### config.mk
export PLATFORM = sky130hd
export DESIGN_NAME = mem_arbiter
export DESIGN_NICKNAME = d
export VERILOG_FILES = /design/src/rtl/mem_arbiter.sv
export SDC_FILE = /design/constraint.sdc
export NUM_CORES = 1
export LEC_CHECK = 0
export ABC_CLOCK_PERIOD_IN_PS = 1850
export BUFFER_PORTS_ARGS = -buffer_cell sky130_fd_sc_hd__buf_4
export CORE_ASPECT_RATIO = 0.8
export CORE_UTILIZATION = 44
export DETAILED_ROUTE_END_ITERATION = 7
export PLACE_DENSITY = 0.77
export REMOVE_ABC_BUFFERS = 1
export SYNTH_ARGS = -nofsm -noshare
export SYNTH_HDL_FRONTEND = slang
export SYNTH_SLANG_ARGS = --single-unit
### constraint.sdc
create_clock -name clk -period 1.85 [get_ports clk]
set_clock_uncertainty 0.05 [all_clocks]
set_input_delay 0 -clock clk [delete_from_list [all_inputs] [get_ports clk]]
set_output_delay 0 -clock clk [all_outputs]
set_load 0.03 [all_outputs]
### src/rtl/mem_arbiter.sv
// Single-port memory arbiter between instruction fetch and the MEM-stage data port.
// Data-first priority; completed results are buffered while the pipeline is held.
module mem_arbiter #(
  parameter int AW = 32,
  parameter int DW = 32
) (
  input  logic          clk,
  input  logic          rst,
  input  logic          pipe_hold_i,
  input  logic          flush_i,
  input  logic          if_ce_i,
  input  logic [AW-1:0] if_addr_i,
  output logic [DW-1:0] if_rdata_o,
  output logic          if_stallreq_o,
  input  logic          dm_ce_i,
  input  logic          dm_we_i,
  input  logic [3:0]    dm_sel_i,
  input  logic [AW-1:0] dm_addr_i,
  input  logic [DW-1:0] dm_wdata_i,
  output logic [DW-1:0] dm_rdata_o,
  output logic          dm_stallreq_o,
  output logic          bus_req_o,
  output logic          bus_we_o,
  output logic [3:0]    bus_sel_o,
  output logic [AW-1:0] bus_addr_o,
  output logic [DW-1:0] bus_wdata_o,
  input  logic          bus_ack_i,
  input  logic [DW-1:0] bus_rdata_i
);

  typedef enum logic [1:0] {IDLE = 2'd0, DATA = 2'd1, INST = 2'd2} state_t;

  state_t        state;
  state_t        state_next;
  logic          dm_done;
  logic          if_done;
  logic          inst_flushed;
  logic [DW-1:0] dm_hold;
  logic [DW-1:0] if_hold;
  logic          dm_pend;
  logic          if_pend;
  logic          dm_ack;
  logic          if_ack;
  logic          dm_keep;
  logic          if_keep;

  assign dm_pend = dm_ce_i & ~dm_done;
  assign if_pend = if_ce_i & ~if_done;
  assign dm_ack  = (state == DATA) & bus_ack_i;
  assign if_ack  = (state == INST) & bus_ack_i;
  // A fetch result is dropped if a flush arrived at any point during its transaction.
  assign dm_keep = dm_ack & dm_ce_i;
  assign if_keep = if_ack & if_ce_i & ~flush_i & ~inst_flushed;

  // State register
  always_ff @(posedge clk or negedge rst) begin
    if (!rst) begin
      state <= IDLE;
    end else begin
      state <= state_next;
    end
  end

  // Next-state logic
  always_comb begin
    state_next = state;
    case (state)
      IDLE: begin
        if (dm_pend) begin
          state_next = DATA;
        end else if (if_pend) begin
          state_next = INST;
        end else begin
          state_next = IDLE;
        end
      end
      DATA, INST: begin
        if (bus_ack_i) begin
          state_next = IDLE;
        end else begin
          state_next = state;
        end
      end
      default: state_next = IDLE;
    endcase
  end

  // Bus request registers, launched from IDLE and held until ack
  always_ff @(posedge clk or negedge rst) begin
    if (!rst) begin
      bus_req_o   <= 1'b0;
      bus_we_o    <= 1'b0;
      bus_sel_o   <= 4'b0000;
      bus_addr_o  <= {AW{1'b0}};
      bus_wdata_o <= {DW{1'b0}};
    end else begin
      case (state)
        IDLE: begin
          if (dm_pend) begin
            bus_req_o   <= 1'b1;
            bus_we_o    <= dm_we_i;
            bus_sel_o   <= dm_sel_i;
            bus_addr_o  <= dm_addr_i;
            bus_wdata_o <= dm_wdata_i;
          end else if (if_pend) begin
            bus_req_o   <= 1'b1;
            bus_we_o    <= 1'b0;
            bus_sel_o   <= 4'b1111;
            bus_addr_o  <= if_addr_i;
          end else begin
            bus_req_o   <= 1'b0;
          end
        end
        DATA, INST: begin
          if (bus_ack_i) begin
            bus_req_o <= 1'b0;
          end else begin
            bus_req_o <= bus_req_o;
          end
        end
        default: bus_req_o <= 1'b0;
      endcase
    end
  end

  // Done flags and result hold registers
  always_ff @(posedge clk or negedge rst) begin
    if (!rst) begin
      dm_done      <= 1'b0;
      if_done      <= 1'b0;
      inst_flushed <= 1'b0;
      dm_hold      <= {DW{1'b0}};
      if_hold      <= {DW{1'b0}};
    end else begin
      if (!pipe_hold_i) begin
        dm_done <= 1'b0;
      end else if (dm_keep) begin
        dm_done <= 1'b1;
      end else begin
        dm_done <= dm_done;
      end
      if (!pipe_hold_i || flush_i) begin
        if_done <= 1'b0;
      end else if (if_keep) begin
        if_done <= 1'b1;
      end else begin
        if_done <= if_done;
      end
      if (if_ack) begin
        inst_flushed <= 1'b0;
      end else if ((state == INST) && flush_i) begin
        inst_flushed <= 1'b1;
      end else begin
        inst_flushed <= inst_flushed;
      end
      if (dm_keep && !bus_we_o) begin
        dm_hold <= bus_rdata_i;
      end
      if (if_keep) begin
        if_hold <= bus_rdata_i;
      end
    end
  end

  // Port outputs: ack-cycle passthrough, otherwise the held result
  always_comb begin
    if (if_ack) begin
      if_rdata_o = bus_rdata_i;
    end else begin
      if_rdata_o = if_hold;
    end
    if (dm_ack) begin
      dm_rdata_o = bus_rdata_i;
    end else begin
      dm_rdata_o = dm_hold;
    end
    if_stallreq_o = if_ce_i & ~if_done & ~if_ack;
    dm_stallreq_o = dm_ce_i & ~dm_done & ~dm_ack;
  end

endmodule

Yosys cells after proc, flatten, opt, wreduce, memory -nomap -nowiden
Cells that the tools add are included.
Storage, ports and cells
  output and inout port bits: 136
  register bits: 139
  word-level logic and storage cells: 65
Cells by class
  reduce and logical (&&, ||, !) cells: 12
  equality and inequality tests: 4
  multiplexer cells: 22
  bitwise logic cells: 16
Operators by type and width (number)
  $mux 32: 4
  $mux 1: 11
  $and 1x1->1: 10
  $mux 4: 2
  $mux 2: 3
  $not 1->1: 6
  $reduce_bool 2->1: 3
  $pmux 2 s2: 1
  $reduce_and 2->1: 2
  $eq 2x1->1 const B: 1
  $eq 2x2->1 const B: 1
  $logic_and 1x1->1: 2
  $logic_not 1->1: 2
  $logic_not 2->1: 1
  $ne 2x1->1 const B: 1
  $ne 2x2->1 const B: 1
  $pmux 1 s2: 1
  $reduce_or 2->1: 1
  $logic_or 1x1->1: 1

Longest topological paths before layout
Gate-level depths: netlist of run 1.
  word-level depth: 7
  mapped depth: 7

Least setup slack after synthesis of run 1
OpenSTA, ideal clock, no wires.
  kind: register to register
  start point: register state[0]
  end point: register if_hold[10]
  path slack: 0.021 ns
  arrival time: 1.654 ns
  clock period less this slack: 1.829 ns
  stages on the path, launching flop included: 7
  required time: 1.675 ns
  path through: dfrtp_1 -> inv_1 -> ha_1 -> nand2_4 -> nor4b_4 -> buf_6 -> mux2_2
Between the ends
  word-level cells in the longest chain between the ends: 5
RTL lines
  start, declared: line 33  | state_t state;
  start signal, assigned: line 60  | state <= state_next;
  $eq 2x2->1: line 50  | assign if_ack = (state == INST) & bus_ack_i;
  $and 1x1->1: line 50
  $and 1x1->1 (3 in a row): line 53  | assign if_keep = if_ack & if_ce_i & ~flush_i & ~inst_flushed;
  end signal, assigned: line 133  | if_hold <= {DW{1'b0}};
  end signal, assigned: line 160  | if_hold <= bus_rdata_i;
  end, declared: line 39  | logic [DW-1:0] if_hold;
No other way between the ends.
A chain may end at the register's enable or synchronous reset.

Final worst setup path of run 1
  start point: register state[1]
  end point: output port if_rdata_o[13]
Between the ends
  word-level cells in the longest chain between the ends: 3
RTL lines
  $eq 2x2->1: line 50
  $and 1x1->1: line 50
  $mux 32: line 167  | if (if_ack) begin
  end, declared: line 13  | output logic [DW-1:0] if_rdata_o,
No other way between the ends.

==> qor.csv, run 1 <==
stage,metric,value,unit
layout,Fillers,705,
run_status,status,"finished, violations left",
logic_synthesis,Syn Area/Cell,15.3,sq um
route,DRT Wirelength,24000,microns
layout,share of layout cells above drive strength 1,0.650,
clocking,Num CTS Buffers,17,
place,pre-CTS setup slack,-0.0423,ns
logic_synthesis,largest family of logic cells by synthesized area,multiplexers,
route,Final ANT Viol Nets,0,
logic_synthesis,synthesized flop and latch total,139,
timing,Peak Freq,504,MHz
floorplan,FP Rows,39,
layout,Layout area overhead,83.8,%
critical_path,Buf/Inv on CP,4,
floorplan,die area,15300,sq um
clocking,number of H-tree levels,4,
critical_path,worst path arrival time,1.93,ns
timing,worst setup margin,-0.133,ns
critical_path,Critical Path Slowest Stage Cell,dfrtp_1,
global_routing,GRT overflow,0,
logic_synthesis,post-synthesis compound-gate area fraction,0.0121,
global_routing,largest net degree at the start of global routing,58,
layout,Post-Layout Cell Count,1069,
timing,final setup TNS,-2.41,ns
timing,setup violators final,43,
clocking,worst skew pair latency,0.41,ns
route,routed via count,5503,
logic_synthesis,Synth Area in Adders,0.00576,
floorplan,Ports,276,
critical_path,crit path cell chain,buf_6 -> ha_4 -> nand2_8 -> buf_12 -> buf_16 -> mux2_4 -> buf_6,
place,cell total after placement,879,
logic_synthesis,Cell variety after synth,26,
pwr,Leak Pwr,5.82,nW
timing,final cycle utilization of the critical path,1.07,
timing,relative max-transition margin,0.791,
clocking,Root Buffer,clkbuf_16,
critical_path,critical path class,reg -> out,
pwr,overall power,20.7,mW
global_routing,vias in the first global route,6334,
place,Port-buffer cells,275,
critical_path,Worst setup endpoint,if_rdata_o[13],
hold_path,Hold WC Path Type,in -> async,
timing,post-layout minimum cycle time,1.98,ns
timing,RSZ-0062 raised after global routing,true,
critical_path,critical path's top delay family,buffers and inverters,
route,drt via density,5.15,
route,Initial DRC Count,261,
critical_path,CP Capture Type,primary output,
pwr,VDD IR max,1.13,mV
timing,final slew viol count,0,
place,DP HPWL,12100,microns
clocking,buffer depth of the longest clock path,2,
logic_synthesis,Syn Inst Count,427,
critical_path,CP Data Required Time,1.80,ns
critical_path,Register-to-Register Path Depth,7,
logic_synthesis,sequential-to-total area share from yosys stat,0.534,
floorplan,Die Span X,138,microns
logic_synthesis,mux contribution to synthesized area,0.397,
place,Final GP Congestion,0.834,
clocking,"Clk pin slew, worst setup/hold paths",0.06,ns
run_status,failing checks,negative setup slack,
logic_synthesis,yosys warns,0,
critical_path,Reg-to-Reg Start,state[0],
route,drt wl/cell,22.5,microns
critical_path,Crit path top cell by count,buf_6,
critical_path,r2r setup slk,-0.01,ns
pwr,total power divided by cell area,1730,nW/um^2
critical_path,launch point of the worst path,state[1],
floorplan,initial core utilization,0.454,
clocking,CTS tree,built,
critical_path,max incr delay on CP,0.39,ns
global_routing,first-pass GRT wire length,35800,microns
layout,Final nets,1015,
critical_path,Startpoint Class,flip-flop,
floorplan,Core Box Area,14300,sq um
logic_synthesis,simple-gate share of the synthesized area,0.0219,
global_routing,antenna violations before repair,1,
global_routing,GR Util All Layers,0.306,
layout,design area,12000,sq um
logic_synthesis,Netlist Area Pre-Place,6510,sq um
timing,worst-margin pin slew,0.313,ns
route,total iterations of the first detailed-routing run,4,
critical_path,Critical Path Fanout Max,8,
timing,Final Hold Fails,0,
critical_path,R2R Path End,if_hold[12],
route,# DRC,0,
floorplan,die height,111,microns
flow_run,max-cap violations,0,
logic_synthesis,XOR/XNOR share of the synthesized area,0,
critical_path,CP Depth,7,
clocking,# clock sinks,139,
place,placed inst area,8910,sq um
-- cells in the final DEF (no fill, tap or decap), drive strengths merged --
| master | count |
|---|---|
| a21oi | 2 |
| a31oi | 1 |
| a41oi | 1 |
| and2 | 2 |
| buf | 308 |
| bufinv | 5 |
| clkbuf | 22 |
| clkinv | 9 |
| dfrtp | 139 |
| diode | 1 |
| dlygate4sd3 | 139 |
| ha | 3 |
| inv | 4 |
| mux2 | 225 |
| nand2 | 3 |
| nand2b | 1 |
| nand3 | 2 |
| nand3b | 3 |
| nand4 | 1 |
| nand4b | 1 |
| nor2b | 3 |
| nor3b | 1 |
| nor4b | 1 |
| o21a | 4 |
| o21ai | 3 |
| o22a | 1 |
-- synth_stat cells --
library cell / count / area share
mux2_2: 203 / 0.35
and2_1: 2 / 0.0019
buf_4: 1 / 0.0012
dfrtp_1: 139 / 0.53
nand2_1: 1 / 0.00058
mux2_1: 8 / 0.014
nand4_1: 1 / 0.00096
a21oi_1: 2 / 0.0015
nand3_1: 2 / 0.0015
nand2_4: 2 / 0.0035
nor4b_4: 1 / 0.0036
nand4b_1: 1 / 0.0013
nor2b_1: 3 / 0.0029
nor3b_1: 1 / 0.0012
buf_6: 7 / 0.012
a41oi_1: 1 / 0.0013
a31oi_1: 1 / 0.00096
buf_2: 18 / 0.014
o21a_1: 4 / 0.0046
ha_1: 3 / 0.0058
o22a_1: 1 / 0.0013
inv_1: 4 / 0.0023
nand3b_1: 3 / 0.0035
o21ai_0: 3 / 0.0023
mux2_4: 14 / 0.032
nand2b_1: 1 / 0.00096
-- area by class of cell --
type	count	area [sq um]	share of cell area
clock buffers	17	425	0.0355
clock inverters	14	203	0.0169
flip-flops and latches	139	3480	0.291
multi-input cells	258	3250	0.272
repair buffers	452	4370	0.365
inverters	4	15.0	0.00125
diodes	1	2.50	0.000209
well taps	184	230	0.0192
-- how the worst min path moves through the flow --
| stage | endpoint | startpoint | slack (ns) | depth (start not counted) |
|---|---|---|---|---|
| 2_1_floorplan | bus_addr_o[0] | rst | -0.35 | 0 |
| 5_1_grt | bus_addr_o[24] | rst | 0.11 | 3 |
| 6_report | bus_addr_o[24] | rst | 0.09 | 3 |
| 3_5_place_dp | bus_addr_o[24] | rst | -0.14 | 1 |
| 4_1_cts | bus_addr_o[24] | rst | 0.08 | 3 |
| 3_3_place_gp | bus_addr_o[25] | rst | -0.14 | 1 |
-- repair_timing --
action,4_1_cts,5_1_grt
buffers inserted,7,2
endpoints found under the hold margin,275,0
endpoints found under the setup margin,97,161
pin swaps,3,2
gates cloned,6,5
resized for setup,84,99
hold buffers,140,0
-- stage by stage --
stage               hold slack, ns   util
finish                      0.0873  0.835
CTS                         0.0764  0.804
floorplan                   -0.346      -
detailed placement          -0.139  0.621
global route                 0.107  0.835
global placement            -0.144  0.621
-- where the power goes --
group          total, mW  internal (mW)  switching (mW)
Clock               3.70           2.37            1.33
Sequential          5.39           4.47           0.918
Combinational       11.6           5.77            5.84
Total               20.7           12.6            8.08
-- cells by family after synthesis --
logic type	after synthesis
mux	225
flops	139
buf+inv	30
simple gates	18
compound gates	12
fa+ha+maj	3
-- state kept, by name, summed over array words and instances (netlist names) --
register and flops:
state 2, bus_wdata_o 32, inst_flushed 1, bus_we_o 1, bus_req_o 1, bus_sel_o 4
dm_done 1, if_hold 32, dm_hold 32, bus_addr_o 32, if_done 1
-- worst reg2reg max path, stage by stage, from the launching register on --
cell	delay (ns)
dfrtp_1	0.41
inv_2	0.10
ha_4	0.18
nand2_8	0.09
nor4b_4	0.22
buf_6	0.19
clkbuf_16	0.20
mux2_4	0.31
-- routing by layer --
layer  GRT usage  vias up  routed length, microns
li1            -     2442                       -
met1       0.354     2759                    9130
met2       0.529      226                   12500
met3      0.0717       76                    1320
met4       0.158        0                    1060
met5           0        -                       0
No activity file was read; power rests on OpenSTA's default activity.
==> run 2, diff against run 1 <==
Settings changed: ABC_AREA from default to 0, CORE_ASPECT_RATIO 0.8 to default, PLACE_DENSITY 0.77 to default, PLACE_DENSITY_LB_ADDON from default to 0.2.
==> run 2 against run 1 <==
Effect of this change:
- the flow still finishes with violations (negative setup slack)
- flip-flop and latch count did not move
- non-clock buffer count rose by 9
- global-route usage fell by 2.4 points
- setup slack got worse by 0.00068 ns
- sequential power barely moved
- critical endpoint is now if_hold[10]
- largest power group unchanged
==> qor.csv, run 2 (synthesis results as in run 1) <==
stage,metric,value,unit
critical_path,r2r setup slk,-0.13,ns
route,total iterations of the first detailed-routing run,4,
run_status,failing checks,negative setup slack,
timing,relative max-transition margin,0.614,
run_status,status,"finished, violations left",
global_routing,GR Util All Layers,0.282,
clocking,# clock sinks,139,
timing,post-layout minimum cycle time,1.98,ns
pwr,Leak Pwr,6.00,nW
clocking,Root Buffer,clkbuf_16,
pwr,overall power,21.1,mW
floorplan,FP Rows,44,
pwr,NetSw,8.16,mW
timing,final cycle utilization of the critical path,1.07,
timing,RSZ-0062 raised after global routing,true,
place,pre-CTS setup slack,-0.00219,ns
pwr,VDD IR max,1.35,mV
floorplan,Ports,276,
timing,setup violators final,101,
global_routing,vias in the first global route,6106,
timing,worst setup margin,-0.134,ns
layout,"most common cell after layout, fill and taps aside",buf_4,
route,Final ANT Viol Nets,0,
timing,WHS,0.129,ns
floorplan,die height,124,microns
place,cell total after placement,879,
pwr,Seq pwr share,0.256,
pwr,clock group share of total power,0.169,
route,drt via density,5.21,
global_routing,antenna violations before repair,1,
layout,share of layout cells above drive strength 1,0.651,
layout,Layout area overhead,86.9,%
place,DP HPWL,11600,microns
floorplan,Core Box Area,14500,sq um
pwr,Logic pwr share,0.575,
pwr,total power divided by cell area,1730,nW/um^2
route,routed via count,5623,
critical_path,critical path class,reg -> reg,
global_routing,GRT overflow,0,
critical_path,Register-to-Register Path Depth,8,
place,Final GP Congestion,0.780,
timing,final slew viol count,0,
floorplan,die area,15300,sq um
layout,flip-flop and latch area,3480,sq um
layout,Fillers,687,
route,drt wl/cell,22.9,microns
clocking,buffer depth of the longest clock path,2,
critical_path,CP Data Required Time,2.10,ns
critical_path,R2R Path End,if_hold[10],
layout,Multi-input gate area,3360,sq um
flow_run,max-cap violations,0,
layout,Post-Layout Cell Count,1079,
hold_path,Hold WC Path Type,in -> async,
critical_path,CP Capture Type,flip-flop,
clocking,worst skew pair latency,0.41,ns
route,DRT Wirelength,24700,microns
floorplan,initial core utilization,0.450,
layout,"commonest cells after routing, fill and taps aside","buf_4, dfrtp_1, dlygate4sd3_1",
route,# DRC,0,
route,Initial DRC Count,231,
clocking,"Clk pin slew, worst setup/hold paths",0.06,ns
global_routing,first-pass GRT wire length,31900,microns
place,placed inst area,8900,sq um
timing,Peak Freq,504,MHz
pwr,Switching Fraction,0.386,
critical_path,Startpoint Class,flip-flop,
timing,worst-margin pin slew,0.578,ns
floorplan,Die Span X,124,microns
clocking,number of H-tree levels,4,
global_routing,largest net degree at the start of global routing,58,
critical_path,Critical Path Fanout Max,6,
layout,design area,12200,sq um
clocking,CTS tree,built,
critical_path,Reg-to-Reg Start,state[0],
timing,Final Hold Fails,0,
place,Port-buffer cells,275,
critical_path,worst path arrival time,2.23,ns
pwr,Pint,13.0,mW
clocking,Num CTS Buffers,17,
layout,Final nets,1024,
==> run 2: metrics by stage <==
step | setup TNS (ns) | utilization
2_1_floorplan | -164.58 | -
5_1_grt | -16.40 | 0.841
4_1_cts | -7.69 | 0.788
6_report | -9.34 | 0.841
3_3_place_gp | 0 | 0.615
3_5_place_dp | -0.00219 | 0.615
==> run 2: per-layer routing <==
metal | up-vias | share of wire | GRT usage
met5 | - | 0 | 0
met4 | 0 | 0.043 | 0.155
met3 | 74 | 0.056 | 0.0856
met2 | 215 | 0.54 | 0.505
met1 | 2884 | 0.36 | 0.295
li1 | 2450 | - | -
==> run 2: worst max path at each step <==
stage / start / end / slack, ns / cells past startpoint
after floorplan: dm_done / bus_addr_o[0] / -2.05 / 3
after global placement: state[0] / if_hold[14] / 0.05 / 6
after detailed placement: state[0] / if_hold[10] / -0.002 / 6
after CTS: state[1] / dm_rdata_o[28] / -0.15 / 6
after global routing: state[0] / if_hold[17] / -0.20 / 8
final: state[0] / if_hold[10] / -0.13 / 8
==> run 2: final cells by class <==
type,count,area share
repair buffers,461,0.368
flip-flops and latches,139,0.286
multi-input cells,258,0.276
clock buffers,24,0.0387
well taps,184,0.0189
clock inverters,8,0.0115
inverters,4,0.00123
diodes,1,0.000205
==> run 2: worst max-delay path, cell delays in order, from the launching register on <==
cell and delay [ns]:
dfrtp_1 0.40, inv_2 0.09, ha_4 0.15, nand2_4 0.07, buf_6 0.12, nor4b_4 0.34
buf_6 0.19, buf_8 0.15, mux2_4 0.30
==> run 2: power groups by stage <==
stage | clock network [mW] | registers (mW) | logic [mW]
after floorplan | 0 | 6.65 | 4.43
after global placement | 0 | 5.15 | 9.32
after detailed placement | 0 | 5.24 | 9.43
after CTS | 3.58 | 5.22 | 10.4
after global routing | 3.77 | 5.54 | 12.6
final | 3.57 | 5.40 | 12.1
==> run 2: timing repair <==
| action | in CTS | in global routing |
|---|---|---|
| buffers inserted | 7 | 7 |
| setup endpoints to repair | 79 | 160 |
| cloned | 5 | 11 |
| gates resized for setup | 88 | 129 |
| hold endpoints to repair | 275 | 0 |
| hold buffers | 139 | 0 |
| pin swaps | 1 | 5 |
